`config.mk`:
```
export PLATFORM = sky130hd
export DESIGN_NAME = mem_port_arbiter
export DESIGN_NICKNAME = d
export VERILOG_FILES = /design/src/rtl/mem_port_arbiter.sv
export SDC_FILE = /design/constraint.sdc
export NUM_CORES = 1
export LEC_CHECK = 0
export BUFFER_PORTS_ARGS = -buffer_cell sky130_fd_sc_hd__buf_2
export CAP_MARGIN = 20
export CORE_AREA = 2 2 108 110
export CTS_BUF_LIST = sky130_fd_sc_hd__clkbuf_8
export DETAILED_ROUTE_END_ITERATION = 16
export DIE_AREA = 0 0 110 112
export GPL_TIMING_DRIVEN = 0
export PLACE_DENSITY = 0.69
export SLEW_MARGIN = 10
export SYNTH_ARGS = -nofsm -noshare
export SYNTH_HDL_FRONTEND = slang
export SYNTH_SLANG_ARGS = --single-unit
```
`constraint.sdc`:
```
create_clock -name clk -period 1.71 [get_ports clk]
set_input_delay 0.342 -clock clk [delete_from_list [all_inputs] [get_ports clk]]
set_output_delay 0.342 -clock clk [all_outputs]
set_load 0.01 [all_outputs]
```
`src/rtl/mem_port_arbiter.sv`:
```
// rtl/mem_port_arbiter.sv - IF/ME shared memory bus arbiter with fetch anti-starvation streak limit
// Optional bus-wait timeout abort is compiled in when ARB_TIMEOUT_EN is defined.
module mem_port_arbiter #(
  parameter int ADDR_W        = 32,
  parameter int DATA_W        = 32,
  parameter int MAX_DM_STREAK = 4,
  parameter int TIMEOUT_CYC   = 255
) (
  input  logic              clk,
  input  logic              rst,
  input  logic              if_req,
  input  logic [ADDR_W-1:0] if_addr,
  output logic [DATA_W-1:0] if_rdata,
  output logic              if_done,
  input  logic              dm_req,
  input  logic              dm_we,
  input  logic [ADDR_W-1:0] dm_addr,
  input  logic [DATA_W-1:0] dm_wdata,
  input  logic [2:0]        dm_type,
  output logic [DATA_W-1:0] dm_rdata,
  output logic              dm_done,
  output logic              bus_req,
  output logic              bus_we,
  output logic [ADDR_W-1:0] bus_addr,
  output logic [DATA_W-1:0] bus_wdata,
  output logic [2:0]        bus_type,
  input  logic [DATA_W-1:0] bus_rdata,
  input  logic              bus_ready,
  output logic              stall,
  output logic              bus_err
);

  localparam logic [1:0] ST_IDLE    = 2'd0;
  localparam logic [1:0] ST_IF_BUSY = 2'd1;
  localparam logic [1:0] ST_DM_BUSY = 2'd2;

  localparam logic [3:0] STREAK_MAX = 4'(MAX_DM_STREAK);
  localparam logic [2:0] TYPE_WORD  = 3'b010;

  logic [1:0]        state_q, state_d;
  logic [3:0]        streak_q, streak_d;
  logic              bus_we_q, bus_we_d;
  logic [ADDR_W-1:0] bus_addr_q, bus_addr_d;
  logic [DATA_W-1:0] bus_wdata_q, bus_wdata_d;
  logic [2:0]        bus_type_q, bus_type_d;

  logic busy;
  logic tmo_fire;
  logic xfer_end;
  logic dm_wins;

  assign busy = (state_q == ST_IF_BUSY) || (state_q == ST_DM_BUSY);

`ifdef ARB_TIMEOUT_EN
  localparam logic [7:0] TMO_LIMIT = 8'(TIMEOUT_CYC);

  logic [7:0] wait_q, wait_d;

  assign tmo_fire = busy && !bus_ready && (wait_q == TMO_LIMIT);

  // Held at zero while idle so every BUSY entry starts counting from 0.
  always_comb begin
    wait_d = wait_q;
    if (!busy) begin
      wait_d = '0;
    end else if (!bus_ready) begin
      wait_d = wait_q + 8'd1;
    end
  end

  always_ff @(posedge clk or negedge rst) begin
    if (!rst) begin
      wait_q <= '0;
    end else begin
      wait_q <= wait_d;
    end
  end
`else
  logic [7:0] unused_tmo_cfg;
  assign unused_tmo_cfg = 8'(TIMEOUT_CYC);
  assign tmo_fire       = 1'b0;
`endif

  assign xfer_end = bus_ready || tmo_fire;

  // Data normally wins; once the streak limit is hit a waiting fetch gets the bus.
  assign dm_wins = dm_req && (!if_req || (streak_q < STREAK_MAX));

  always_comb begin
    state_d     = state_q;
    streak_d    = streak_q;
    bus_we_d    = bus_we_q;
    bus_addr_d  = bus_addr_q;
    bus_wdata_d = bus_wdata_q;
    bus_type_d  = bus_type_q;
    case (state_q)
      ST_IDLE: begin
        if (dm_wins) begin
          state_d     = ST_DM_BUSY;
          bus_we_d    = dm_we;
          bus_addr_d  = dm_addr;
          bus_wdata_d = dm_wdata;
          bus_type_d  = dm_type;
          if (if_req) begin
            streak_d = (streak_q == 4'hF) ? streak_q : streak_q + 4'd1;
          end else begin
            streak_d = '0;
          end
        end else if (if_req) begin
          state_d     = ST_IF_BUSY;
          bus_we_d    = 1'b0;
          bus_addr_d  = if_addr;
          bus_wdata_d = '0;
          bus_type_d  = TYPE_WORD;
          streak_d    = '0;
        end
      end
      ST_IF_BUSY, ST_DM_BUSY: begin
        if (xfer_end) begin
          state_d = ST_IDLE;
        end
      end
      default: begin
        state_d = ST_IDLE;
      end
    endcase
  end

  always_ff @(posedge clk or negedge rst) begin
    if (!rst) begin
      state_q     <= ST_IDLE;
      streak_q    <= '0;
      bus_we_q    <= 1'b0;
      bus_addr_q  <= '0;
      bus_wdata_q <= '0;
      bus_type_q  <= '0;
    end else begin
      state_q     <= state_d;
      streak_q    <= streak_d;
      bus_we_q    <= bus_we_d;
      bus_addr_q  <= bus_addr_d;
      bus_wdata_q <= bus_wdata_d;
      bus_type_q  <= bus_type_d;
    end
  end

  assign bus_req   = busy;
  assign bus_we    = bus_we_q;
  assign bus_addr  = bus_addr_q;
  assign bus_wdata = bus_wdata_q;
  assign bus_type  = bus_type_q;
  assign bus_err   = tmo_fire;

  assign if_done  = (state_q == ST_IF_BUSY) && xfer_end;
  assign dm_done  = (state_q == ST_DM_BUSY) && xfer_end;
  assign if_rdata = tmo_fire ? '0 : bus_rdata;
  assign dm_rdata = tmo_fire ? '0 : bus_rdata;

  assign stall = (if_req && !if_done) || (dm_req && !dm_done);

endmodule

```
======== Yosys cells after proc, flatten, opt, wreduce, memory -nomap -nowiden ========
Cells that the tools add are included.
word-level totals
  output and inout port bits .............. 137
  flip-flop bits (word level) ............. 74
  logic and storage cells ................. 47
cells by class
  reduce and logical (&&, ||, !) cells .... 17
  add/subtract/negate cells ............... 1
  multiplexer cells ....................... 16
  magnitude comparators ................... 1
  eq/ne operators ......................... 6
operators by type and width
  kind                                                                           number
  32-bit 2-to-1 mux                                                              4
  4-bit 2-to-1 mux                                                               4
  2-bit 2-to-1 mux                                                               3
  3-bit 2-to-1 mux                                                               2
  3-bit inequality test (second input constant)                                  2
  1-bit logical AND                                                              5
  4-bit by 1-bit adder with 4-bit output (second input constant)                 1
  4-bit equality test (second input constant)                                    1
  4-bit by 3-bit less-than comparator with 1-bit output (second input constant)  1
  2-bit one-hot mux with 2 select lines                                          1
  2-bit AND reduction                                                            2
  1-bit zero test                                                                3
  1-bit logical OR                                                               3
  3-bit AND reduction                                                            1
  2-bit by 1-bit equality test with 1-bit output (second input constant)         1
  2-bit equality test (second input constant)                                    1
  2-bit zero test                                                                1
  1-bit 2-to-1 mux                                                               2
  2-bit inequality test (second input constant)                                  1
  2-bit nonzero test                                                             1
  2-bit OR reduction                                                             1

======== Depth between registers and ports, before layout ========
  word-level depth ........................ 5
  mapped depth ............................ 7
  gate-level depth less buffers ........... 5

======== Worst setup path after synthesis ========
No wires, ideal clock.
  path type ............................... register to register
  start point ............................. reg state_q[0]
  end point ............................... reg bus_addr_q[10] (netlist: bus_addr[10])
  data required time ...................... 1.584 ns
  buffers on the path ..................... 2
  arrival time ............................ 1.484 ns
  cell stages (with the launch flop) ...... 8
  slack ................................... 0.100 ns
  clock period less this slack ............ 1.610 ns
  setup time .............................. 0.126 ns
  path through ............................ dfrtp_1 > inv_1 > ha_1 > and2_1 > nor2b_1 > buf_2 > buf_6 > a221o_1
on the way
  longest elaborated chain between the ends .. 2
ends and longest elaborated chain
  what                           RTL line  RTL
  from (decl)                    40        logic [1:0] state_q, state_d;
  from (signal assigned)         138       state_q <= state_d;
  2-bit zero test                96        case (state_q)
  2-bit AND reduction (no line)  n/a
  to (signal assigned)           141       bus_addr_q <= bus_addr_d;
  to (decl)                      43        logic [ADDR_W-1:0] bus_addr_q, bus_addr_d;
No other way between the ends.
A chain may end at the register's enable or synchronous reset.

======== Final worst setup path ========
  start point ............................. reg state_q[1]
  end point ............................... out stall
on the way
  longest elaborated chain between the ends .. 5
  elaborated cells on any way between the ends .. 9
ends and longest elaborated chain
  what                                                                                   RTL line  RTL
  2-bit by 1-bit equality test with 1-bit output or 2-bit equality test (tied branches)  154, 155
  1-bit logical AND, on equally long branches                                            154, 155
  1-bit zero test                                                                        159       assign stall = (if_req && !if_done) || (dm_req && !dm_done);
  1-bit logical AND                                                                      159
  1-bit logical OR *                                                                     159
  to (decl)                                                                              29        output logic stall,
Mark *: on every way between the ends. The rest lies on a longest branch, timed or not.

==> impl_metrics.env <==
export IMPL_cts_max_path_buffers=2
export IMPL_ys_types=27
export IMPL_antenna_cells=0
export IMPL_p_leak_nw=2.90
export IMPL_power_mw=8.41
export IMPL_grt_max_degree=53
export IMPL_dieArea_um2=12300
export IMPL_synthesis_nets=433
export IMPL_finalHoldViolCount=0
export IMPL_overflow=0
export IMPL_path_max_fanout=3
export IMPL_design_area_um2=5240
export IMPL_layout_commonest_cell="buf_2"
export IMPL_hold_ws_ns=0.206
export IMPL_arrival_ns=1.39
export IMPL_violations="setup timing"
export IMPL_cts_htree_levels=3
export IMPL_setup_violations=1
export IMPL_numCtsBuffers=9
export IMPL_setup_slack_ns=-0.0216
export IMPL_yosysSeqAreaShare=0.519
export IMPL_syn_to_final_growth_pct=47.0
export IMPL_cts_root_buf="clkbuf_8"
export IMPL_required_ns=1.37
export IMPL_dpl_hpwl_mm=8.62
export IMPL_initial_core_util=0.319
export IMPL_gp_congestion=0.783
export IMPL_async_reset_ff_frac=1.00
export IMPL_met2_usage=0.312
export IMPL_port_buffers=240
export IMPL_ys_ff_latch=74
export IMPL_final_layout_size_suffix_gt1_frac=0.641
export IMPL_drtAntennaViolNets=0
export IMPL_finClkSkew_ns=0.0140
export IMPL_cts_sinks=74
export IMPL_die_x_um=110
export IMPL_synth_edf_count=0
export IMPL_grtUsageMet1=0.180
export IMPL_fill_cells=1045
export IMPL_synthesis_area_um2=3570
export IMPL_layout_common_cells="buf_2, dfrtp_1, buf_4"
export IMPL_antenna_found_initial=0
export IMPL_synth_cells=292
export IMPL_max_freq_mhz=578
export IMPL_hold_path_class="primary input to flop"
export IMPL_num_vias=3209
export IMPL_grt_busiest_layer="met2"
export IMPL_post_place_ws_ns=-0.345
export IMPL_critPathKind="flop to output port"
export IMPL_drc=0
export IMPL_avgRoutedWirePerCell_um=15.6
export IMPL_endpoint_kind="output port"
export IMPL_io_pin_count=274
export IMPL_clkLatencyLatePin_ns=0.35
export IMPL_final_cells=694
export IMPL_place_area_um2=4980
export IMPL_die_y_um=112
export IMPL_power_density_nw_per_um2=1600
export IMPL_place_inst=676
export IMPL_ys_warn_count=0
export IMPL_slowest_stage="dfrtp_1"
export IMPL_avgSynthCellArea_um2=12.2
export IMPL_cts_tree="yes"
export IMPL_met3_usage=0.0445
export IMPL_finalMaxSlewViolations=0
export IMPL_clk_transition_reported_paths_ns=0.08
export IMPL_synth_ff_type="dfrtp_1"
export IMPL_finalCritPeriodShare=1.01
export IMPL_grt_pass1_vias=3280
export IMPL_vdd_drop_max_mv=0.860
export IMPL_track_usage=0.168
export IMPL_nets=687
export IMPL_start_kind="flop"
export IMPL_core_rowCount=39
export IMPL_max_stage_delay_ns=0.39
export IMPL_status="finished, violations left"
export IMPL_fp_coreArea_um2=11200
export IMPL_grt_first_pass_wirelength_mm=15.8
export IMPL_viasPerCell=4.62
export IMPL_drt_iter0_drc=153
export IMPL_maxCapViolCount=0
export IMPL_period_needed_ns=1.73
export IMPL_crit_path_cell_trace="inv_2, ha_2, and2_4, o22ai_2, buf_2"
export IMPL_final_util=0.469
export IMPL_drtPass1Iterations=5
export IMPL_fin_setup_tns_ns=-0.0216
export IMPL_path_delay_family="flip-flops"
export IMPL_routed_wl_mm=10.8
export IMPL_crit_buf_inv=2
export IMPL_rsz0062_at_grt="true"
-- final timing paths --
kind	startpoint	endpoint	slack, ns	depth (start not counted)
worst max-delay path	state_q[1]$_DFFE_PN0P_	stall	-0.02	5
worst min-delay path	dm_wdata[18]	bus_wdata[18]$_DFFE_PN0P_	0.21	2
worst max register to register	state_q[0]$_DFFE_PN0P_	bus_wdata[24]$_DFFE_PN0P_	0.04	6
worst min register to register	bus_wdata[20]$_DFFE_PN0P_	bus_wdata[20]$_DFFE_PN0P_	0.51	1
max in group asynchronous	rst	bus_wdata[24]$_DFFE_PN0P_	0.72	3
min in group asynchronous	rst	bus_addr[10]$_DFFE_PN0P_	0.44	2
-- cells in the mapped netlist (2+ instances only) --
library cell  count  share of area
a22o_1           35          0.086
inv_1             5         0.0053
nand2_1           2         0.0021
clkbuf_1          2         0.0021
nor2b_1           2         0.0035
o22ai_1           2         0.0035
dfrtp_1          74           0.52
and2_1           36          0.063
buf_2             6         0.0084
a221o_1          32          0.090
buf_6            11          0.035
buf_4            65           0.14
ha_1              4          0.014
a32o_1            2         0.0056
and3_1            2         0.0035
-- timing repair --
item / 4_1_cts / 5_1_grt
gates resized for setup: 14 / 1
pin swaps: 2 / 0
buffers inserted: 1 / 1
hold endpoints to repair: 22 / 0
endpoints found under the setup margin: 73 / 65
hold buffers: 1 / 0
-- report_power, final --
group	switching [mW]	leakage (nW)	total, mW	internal, mW
clock	0.667	0.100	1.38	0.716
combinational	1.97	1.87	3.97	2.01
sequential	0.459	0.931	3.06	2.60
-- metal layers --
metal,wire length (µm),share of wire
met2,5590,0.52
met1,3930,0.36
met4,174,0.016
met3,1100,0.10
met5,0,0
-- state kept, by name (all words and copies together) (netlist names) --
| signal | cells |
|---|---|
| bus_wdata | 32 |
| bus_we | 1 |
| streak_q | 4 |
| bus_type | 3 |
| state_q | 2 |
| bus_addr | 32 |
-- kinds of logic after synthesis --
| family | after synthesis | share of synthesized area |
|---|---|---|
| buf+inv | 89 | 0.187 |
| flops | 74 | 0.519 |
| compound gates | 76 | 0.194 |
| fa+ha+maj | 4 | 0.0140 |
| simple gates | 48 | 0.0839 |
| other cells | 1 | 0.00105 |
-- layout make-up --
cell class / count / area (µm²) / share of cell area
sequential: 74 / 1850 / 0.353
timing repair buffer: 244 / 1260 / 0.240
multi-input combinational: 129 / 1080 / 0.207
buffer: 83 / 649 / 0.124
tap: 143 / 179 / 0.0341
clock buffer: 10 / 138 / 0.0263
clock inverter: 6 / 66.3 / 0.0126
inverter: 5 / 18.8 / 0.00358
Power figures use the tool's default switching activity.
